$ cat config.mk
export PLATFORM = sky130hd
export DESIGN_NAME = ram_arbiter_flat
export DESIGN_NICKNAME = d
export VERILOG_FILES = /design/src/rtl/ram_arbiter_if.sv /design/src/rtl/ram_arbiter.sv /design/src/flat_wrapper.sv
export SDC_FILE = /design/constraint.sdc
export NUM_CORES = 1
export LEC_CHECK = 0
export ABC_AREA = 1
export CAP_MARGIN = 10
export CORE_MARGIN = 1
export CORE_UTILIZATION = 45
export DETAILED_ROUTE_END_ITERATION = 7
export GPL_ROUTABILITY_DRIVEN = 0
export PLACE_DENSITY = 0.93
export SYNTH_ARGS = -nofsm -noshare
export SYNTH_HDL_FRONTEND = slang
export SYNTH_SLANG_ARGS = --single-unit
$ cat constraint.sdc
create_clock -name clk -period 3.3 [get_ports clk]
set_input_delay 0.66 -clock clk [delete_from_list [all_inputs] [get_ports clk]]
set_output_delay 0.66 -clock clk [all_outputs]
set_load 0.01 [all_outputs]
$ cat src/rtl/ram_arbiter_if.sv
// Bundle of the two requester ports and the shared RAM port.
// The arbiter takes the slave side; the requesters/RAM side takes the master side.
interface ram_arbiter_if #(
    parameter int AW = 8,
    parameter int DW = 8
);
    logic          req0;
    logic          req1;
    logic          wr0;
    logic          wr1;
    logic [AW-1:0] addr0;
    logic [AW-1:0] addr1;
    logic [DW-1:0] wdata0;
    logic [DW-1:0] wdata1;
    logic          gnt0;
    logic          gnt1;
    logic          ack0;
    logic          ack1;
    logic [DW-1:0] rdata0;
    logic [DW-1:0] rdata1;
    logic          cs_ram;
    logic          wr_ram;
    logic [AW-1:0] addr_ram;
    logic [DW-1:0] din_ram;
    logic [DW-1:0] dout_ram;
    logic          busy;

    modport slave (
        input  req0, req1, wr0, wr1, addr0, addr1, wdata0, wdata1, dout_ram,
        output gnt0, gnt1, ack0, ack1, rdata0, rdata1,
        output cs_ram, wr_ram, addr_ram, din_ram, busy
    );

    modport master (
        output req0, req1, wr0, wr1, addr0, addr1, wdata0, wdata1, dout_ram,
        input  gnt0, gnt1, ack0, ack1, rdata0, rdata1,
        input  cs_ram, wr_ram, addr_ram, din_ram, busy
    );
endinterface

$ cat src/rtl/ram_arbiter.sv
// Two-port arbiter in front of one synchronous single-port RAM.
// Each transaction is win -> ACC -> RESP -> ACK; ties go to the port not served last.
module ram_arbiter #(
    parameter int AW = 8,
    parameter int DW = 8
) (
    input logic          clk,
    input logic          rst,
    ram_arbiter_if.slave bus
);
    localparam logic [1:0] IDLE = 2'd0;
    localparam logic [1:0] ACC  = 2'd1;
    localparam logic [1:0] RESP = 2'd2;
    localparam logic [1:0] ACK  = 2'd3;

    logic [1:0]    state;
    logic          last_port;
    logic          owner;
    logic          op_wr;
    logic          gnt0_q;
    logic          gnt1_q;
    logic          ack0_q;
    logic          ack1_q;
    logic          cs_q;
    logic          wr_q;
    logic          busy_q;
    logic [AW-1:0] addr_q;
    logic [DW-1:0] din_q;
    logic [DW-1:0] rdata0_q;
    logic [DW-1:0] rdata1_q;

    logic          win_valid;
    logic          win_port;
    logic          win_wr;
    logic [AW-1:0] win_addr;
    logic [DW-1:0] win_wdata;

    // Pick the winner; on a tie the port opposite the last served one wins.
    always_comb begin
        win_valid = bus.req0 | bus.req1;
        if (bus.req0 && bus.req1) begin
            win_port = ~last_port;
        end else begin
            win_port = bus.req1;
        end
        win_wr    = win_port ? bus.wr1    : bus.wr0;
        win_addr  = win_port ? bus.addr1  : bus.addr0;
        win_wdata = win_port ? bus.wdata1 : bus.wdata0;
    end

    always_ff @(posedge clk or posedge rst) begin
        if (rst) begin
            state     <= IDLE;
            last_port <= 1'b1;
            owner     <= 1'b0;
            op_wr     <= 1'b0;
            gnt0_q    <= 1'b0;
            gnt1_q    <= 1'b0;
            ack0_q    <= 1'b0;
            ack1_q    <= 1'b0;
            cs_q      <= 1'b0;
            wr_q      <= 1'b0;
            busy_q    <= 1'b0;
            addr_q    <= '0;
            din_q     <= '0;
            rdata0_q  <= '0;
            rdata1_q  <= '0;
        end else begin
            case (state)
                IDLE: begin
                    if (win_valid) begin
                        state     <= ACC;
                        owner     <= win_port;
                        last_port <= win_port;
                        op_wr     <= win_wr;
                        gnt0_q    <= ~win_port;
                        gnt1_q    <= win_port;
                        busy_q    <= 1'b1;
                        // Strobes are set here so they are registered during ACC.
                        cs_q      <= 1'b1;
                        wr_q      <= win_wr;
                        addr_q    <= win_addr;
                        din_q     <= win_wdata;
                    end
                end
                ACC: begin
                    cs_q  <= 1'b0;
                    wr_q  <= 1'b0;
                    state <= RESP;
                end
                RESP: begin
                    // The RAM read data is valid during this cycle only.
                    if (!op_wr) begin
                        if (owner) begin
                            rdata1_q <= bus.dout_ram;
                        end else begin
                            rdata0_q <= bus.dout_ram;
                        end
                    end
                    ack0_q <= ~owner;
                    ack1_q <= owner;
                    state  <= ACK;
                end
                ACK: begin
                    ack0_q <= 1'b0;
                    ack1_q <= 1'b0;
                    gnt0_q <= 1'b0;
                    gnt1_q <= 1'b0;
                    busy_q <= 1'b0;
                    state  <= IDLE;
                end
                default: begin
                    state <= IDLE;
                end
            endcase
        end
    end

    assign bus.gnt0     = gnt0_q;
    assign bus.gnt1     = gnt1_q;
    assign bus.ack0     = ack0_q;
    assign bus.ack1     = ack1_q;
    assign bus.rdata0   = rdata0_q;
    assign bus.rdata1   = rdata1_q;
    assign bus.cs_ram   = cs_q;
    assign bus.wr_ram   = wr_q;
    assign bus.addr_ram = addr_q;
    assign bus.din_ram  = din_q;
    assign bus.busy     = busy_q;
endmodule

$ cat src/flat_wrapper.sv
// flat-port wrapper written by rule: the top's interface ports become plain ports
module ram_arbiter_flat 
#(
    parameter int AW = 8,
    parameter int DW = 8
)
  (clk, rst, bus_req0, bus_req1, bus_wr0, bus_wr1, bus_addr0, bus_addr1, bus_wdata0, bus_wdata1, bus_dout_ram, bus_gnt0, bus_gnt1, bus_ack0, bus_ack1, bus_rdata0, bus_rdata1, bus_cs_ram, bus_wr_ram, bus_addr_ram, bus_din_ram, bus_busy);
  ram_arbiter_if #(.AW(AW), .DW(DW)) bus_i ();
  input logic clk;
  input logic rst;
  input wire logic [$bits(bus_i.req0)-1:0] bus_req0;
  input wire logic [$bits(bus_i.req1)-1:0] bus_req1;
  input wire logic [$bits(bus_i.wr0)-1:0] bus_wr0;
  input wire logic [$bits(bus_i.wr1)-1:0] bus_wr1;
  input wire logic [$bits(bus_i.addr0)-1:0] bus_addr0;
  input wire logic [$bits(bus_i.addr1)-1:0] bus_addr1;
  input wire logic [$bits(bus_i.wdata0)-1:0] bus_wdata0;
  input wire logic [$bits(bus_i.wdata1)-1:0] bus_wdata1;
  input wire logic [$bits(bus_i.dout_ram)-1:0] bus_dout_ram;
  output wire logic [$bits(bus_i.gnt0)-1:0] bus_gnt0;
  output wire logic [$bits(bus_i.gnt1)-1:0] bus_gnt1;
  output wire logic [$bits(bus_i.ack0)-1:0] bus_ack0;
  output wire logic [$bits(bus_i.ack1)-1:0] bus_ack1;
  output wire logic [$bits(bus_i.rdata0)-1:0] bus_rdata0;
  output wire logic [$bits(bus_i.rdata1)-1:0] bus_rdata1;
  output wire logic [$bits(bus_i.cs_ram)-1:0] bus_cs_ram;
  output wire logic [$bits(bus_i.wr_ram)-1:0] bus_wr_ram;
  output wire logic [$bits(bus_i.addr_ram)-1:0] bus_addr_ram;
  output wire logic [$bits(bus_i.din_ram)-1:0] bus_din_ram;
  output wire logic [$bits(bus_i.busy)-1:0] bus_busy;
  assign bus_i.req0 = bus_req0;
  assign bus_i.req1 = bus_req1;
  assign bus_i.wr0 = bus_wr0;
  assign bus_i.wr1 = bus_wr1;
  assign bus_i.addr0 = bus_addr0;
  assign bus_i.addr1 = bus_addr1;
  assign bus_i.wdata0 = bus_wdata0;
  assign bus_i.wdata1 = bus_wdata1;
  assign bus_i.dout_ram = bus_dout_ram;
  assign bus_gnt0 = bus_i.gnt0;
  assign bus_gnt1 = bus_i.gnt1;
  assign bus_ack0 = bus_i.ack0;
  assign bus_ack1 = bus_i.ack1;
  assign bus_rdata0 = bus_i.rdata0;
  assign bus_rdata1 = bus_i.rdata1;
  assign bus_cs_ram = bus_i.cs_ram;
  assign bus_wr_ram = bus_i.wr_ram;
  assign bus_addr_ram = bus_i.addr_ram;
  assign bus_din_ram = bus_i.din_ram;
  assign bus_busy = bus_i.busy;
  ram_arbiter #(.AW(AW), .DW(DW)) u_core (.clk(clk), .rst(rst), .bus(bus_i));
endmodule
# Word-level counts from Yosys, hierarchy flattened
# Index checks and enable logic that the tools add are counted.
# totals
rom_bits	0
in_bits	46
register_bits	44
mem_bits_rw	0
latch_bits	0
memories	0
# classes
n_mux	17
n_reduce_logical	10
div_mod_pow	0
bitwise_logic	5
magnitude_cmp	0
mul	0
addsub	0
n_shift	0
eq_ne	4
# ops
operator	n
8-bit 2-to-1 mux	2
1-bit one-hot mux with 2 select lines	7
2-bit one-hot mux with 4 select lines	1
1-bit 2-to-1 mux	6
2-bit AND reduction	3
3-bit AND reduction	2
2-bit nonzero test	3
2-bit == test (second input constant)	2
1-bit NOT	4
2-bit by 1-bit == test with 1-bit output (second input constant)	1
2-bit logical NOT	1
2-bit 2-to-1 mux	1
2-bit by 1-bit != test with 1-bit output (second input constant)	1
1-bit logical AND	1
1-bit bitwise OR	1

# Depth between registers and ports, before layout
# logic_depth
word_depth	5
mapped_depth	8
mapped_depth_nobuf	7

# Worst setup path before layout
# Ideal clock, no wire load.
# synth_timing
kind	flip-flop to flip-flop
start	reg u_core.state[0]
end	reg u_core.rdata0_q[0] (netlist: u_core.bus.rdata0[0])
required_time_ns	3.179
t_arrival_ns	1.231
path_slack_ns	1.948
stages_incl_launch_ff	9
synth_period_minus_slack_ns	1.352
path_cell_list	dfrtp_1 inv_1 ha_1 inv_2 nor2_2 nand2_2 buf_2 nand2_1 o21ai_1
# synth_between
elab_chain_len	2
# synth_lines
element	line_no	rtl
from (decl)	ram_arbiter.sv:16	logic [1:0] state;
from (signal assigned)	ram_arbiter.sv:53	state <= IDLE;
from (signal assigned)	ram_arbiter.sv:72	state <= ACC;
from (signal assigned)	ram_arbiter.sv:89	state <= RESP;
2-bit == test	ram_arbiter.sv:69	case (state)
3-bit AND reduction (no source line)	--	
to (signal assigned)	ram_arbiter.sv:97	rdata0_q <= bus.dout_ram;
to (decl)	ram_arbiter.sv:29	logic [DW-1:0] rdata0_q;
# No other way between the ends.
# A chain may end at the register's enable or synchronous reset.

# Worst setup path in the final report
# layout_timing
start	reg u_core.rdata0_q[2] (netlist: u_core.bus.rdata0[2])
end	out bus_rdata0[2]
# layout_lines
element	line_no	rtl
to (decl)	flat_wrapper.sv:24	output wire logic [$bits(bus_i.rdata0)-1:0] bus_rdata0;
# No word-level cell between the ends.

==> results.yml <==
status:
  status: "complete, but fails checks"
  violations: "DRC"
sta:
  max_freq_ghz: 0.529
  fin_setup_tns_ps: 0
  setup_violations: 0
  final_hold_viol_count: 0
  holdWs_ps: 484
  drv_slew: 0
  layout_setup_ws_ps: 1410
  clock-skew-final_ps: 4.49
  min_period_over_period: 0.573
  rsz0062_at_grt: "false"
  period_minus_slack_ps: 1890
  tightestPinTransition_ps: 886
  relSlewSlack: 0.409
pwr:
  combPwrFrac: 0.486
  swShare: 0.369
  power-per-cell-area_nw_per_um2: 882
  p_seq_frac: 0.358
  internal_power_w: 0.00171
  power_w: 0.00272
  clock_power_share: 0.157
  p_leak_nw: 1.52
  ir_drop_v: 0.000533
  p_sw_w: 0.00100
min_path:
  hold_start: "u_core.bus.din_ram[3]"
  min_path_type: "reg -> reg"
  holdPathStages: 2
  whs_endpoint: "u_core.bus.din_ram[3]"
clocking:
  cts_buffers: 5
  cts.sinks: 44
  path_clk_slew_ps: 80
  hold_buffers: 0
  clock_path_buffers: 2
  cts_resized: 0
  post_cts_buffers: 0
  cts_tree: "done"
  cts_root_buffer: "clkbuf_8"
  clock_latency_ps: 290
  h-tree-depth: 2
critical_path:
  cp_slowest_cell: "clkdlybuf4s50_1"
  worstPathMaxFanout: 2
  cpPeakStageDelay_ps: 560
  critical_path.top_delay_family: "buffers and inverters"
  ff2ff_setup_slack_ps: 1610
  crit_required_ps: 2640
  critPathBufInv: 1
  critPathKind: "reg -> out"
  cp.arrival_ps: 1230
  critPathLaunch: "u_core.bus.rdata0[2]"
  start_kind: "flip-flop"
  path_cells: "clkdlybuf4s50_1"
  endpoint_kind: "primary output"
  timing.rr.start: "u_core.state[0]"
  r2r_cells: 4
  r2r_end: "u_core.bus.rdata1[7]"
placement:
  place_hpwl_um: 3800
  io_buffers: 84
  place_area_um2: 2960
  post-place-ws_ps: 1130
yosys:
  ys.flop_type: "dfrtp_1"
  synth_cell_types: 21
  ys_seq_area_frac: 0.520
  netlist_area_um2: 2120
  synthTopCellsByCount: "nand2_1, dfrtp_1, inv_1"
  ys_ff_latch: 44
  synth_edf_count: 0
  synth_top_area_cell: "dfrtp_1"
  synth_top_area_frac: 0.508
  yosys_warnings: 0
  syn_area_per_cell_um2: 8.58
  syn-num-nets: 298
  synthCells: 247
  synth_area_leaders: "dfrtp_1, nand2_1, nand3_1"
  synth.most_common_cell: "nand2_1"
  async_flop_share: 1.00
run:
  max_cap_violations: 0
grt:
  grt_pass1_wl_um: 8900
  grt_start_max_net_pins: 45
  grt_overflow_total: 0
  antenna_found_initial: 0
  grt_usage: 0.228
  grt_pass1_vias: 1902
cells_and_area:
  syn_to_final_growth_pct: 45.4
  final_cell_area_um2: 3080
  final_nets: 381
  drive_gt1_frac: 0.0604
  n_antenna_cell: 0
  fillers: 332
die:
  pin_count: 85
  rows: 24
  die_h_um: 70.6
  die_w_um: 70.6
  dieArea_um2: 4990
  initial_core_util: 0.477
  coreArea_um2: 4440
routing:
  route.final.wire_length_um: 5410
  num_vias: 1915
  avgViaCountPerCell: 5.00
  wl_per_cell_um: 14.1
  post-route-drc-count: 16
  postRouteAntennaNets: 0
  initialDrtViolationCount: 121
  firstDrtPassIters: 6
state kept, by name, indices dropped and copies added (netlist names), 2 cells and up:
name and count:
u_core.bus.rdata0 8, u_core.state 2, u_core.bus.addr_ram 8, u_core.bus.din_ram 8, u_core.bus.rdata1 8
routing by layer:
metal	up-vias	wire [µm]	track usage
li1	939	-	-
met1	886	2240	0.288
met2	75	2690	0.388
met3	15	347	0.0484
met4	0	141	0.0844
met5	-	0	0
layout by cell type (no fill, tap or decap):
cell / netlist / final
o21ai_4: 1 / 1
nand3b_1: 16 / 16
inv_1: 30 / 29
ha_1: 5 / 5
o21ai_0: 13 / 13
clkdlybuf4s50_1: 0 / 84
buf_4: 2 / 1
inv_2: 2 / 3
nand2_4: 2 / 2
clkbuf_8: 0 / 6
nor3_1: 2 / 2
dfrtp_1: 43 / 43
clkinv_4: 0 / 1
nor2_8: 1 / 1
nor2_1: 1 / 1
nand2_1: 84 / 84
nand3_1: 26 / 26
nor2_2: 2 / 2
o21ai_1: 8 / 8
bufinv_16: 0 / 1
nand2_2: 1 / 1
dfstp_2: 1 / 1
worst max path at each step:
stage | endpoint | depth (start not counted) | slack, ps
floorplan | u_core.bus.ack0 | 1 | 1610
global placement | u_core.bus.wr_ram | 5 | 1200
detailed placement | u_core.bus.cs_ram | 5 | 1130
CTS | bus_rdata0[2] | 1 | 1400
global route | u_core.bus.cs_ram | 5 | 1300
finish | bus_rdata0[2] | 1 | 1410
worst register-to-register path, delay by kind of cell (launching register included):
family,cells,cell delay (ps)
DFF,1,400
buffers and inverters,1,130
AOI/OAI and AO/OA,1,370
adders and majority gates,1,250
and+or+nand+nor,1,440
power by group through the flow:
| stage | Clock, W | Combinational (W) | Sequential [W] |
|---|---|---|---|
| after floorplan | 0 | 0.000587 | 0.00107 |
| after global routing | 0.000460 | 0.00145 | 0.00101 |
| after detailed placement | 0 | 0.00132 | 0.000977 |
| after global placement | 0 | 0.00126 | 0.000970 |
| after CTS | 0.000433 | 0.00133 | 0.000970 |
| final | 0.000426 | 0.00132 | 0.000973 |
layout make-up:
cell class / instances / area, µm² / area share
sequential: 44 / 1100 / 0.358
tap: 52 / 65.1 / 0.0211
clock inverter: 2 / 38.8 / 0.0126
inverter: 32 / 120 / 0.0390
clock buffer: 6 / 82.6 / 0.0268
timing repair buffer: 85 / 848 / 0.275
multi-input combinational: 162 / 825 / 0.268
cell families (layout without fill, tap and decap cells):
kind of cell | count (synthesis) | after routing | share of synthesized area
DFF | 44 | 44 | 0.520
adders and majority gates | 5 | 5 | 0.0295
AOI/OAI and AO/OA | 22 | 22 | 0.0573
buffers and inverters | 41 | 125 | 0.0909
and+or+nand+nor | 135 | 135 | 0.302
per-stage QoR:
stage / instances / util
after floorplan: 247 / -
after global placement: 375 / 0.666
after detailed placement: 375 / 0.666
after CTS: 383 / 0.693
after global routing: 383 / 0.693
final: 383 / 0.693
Note: power is estimated with default switching activity, not from simulation.
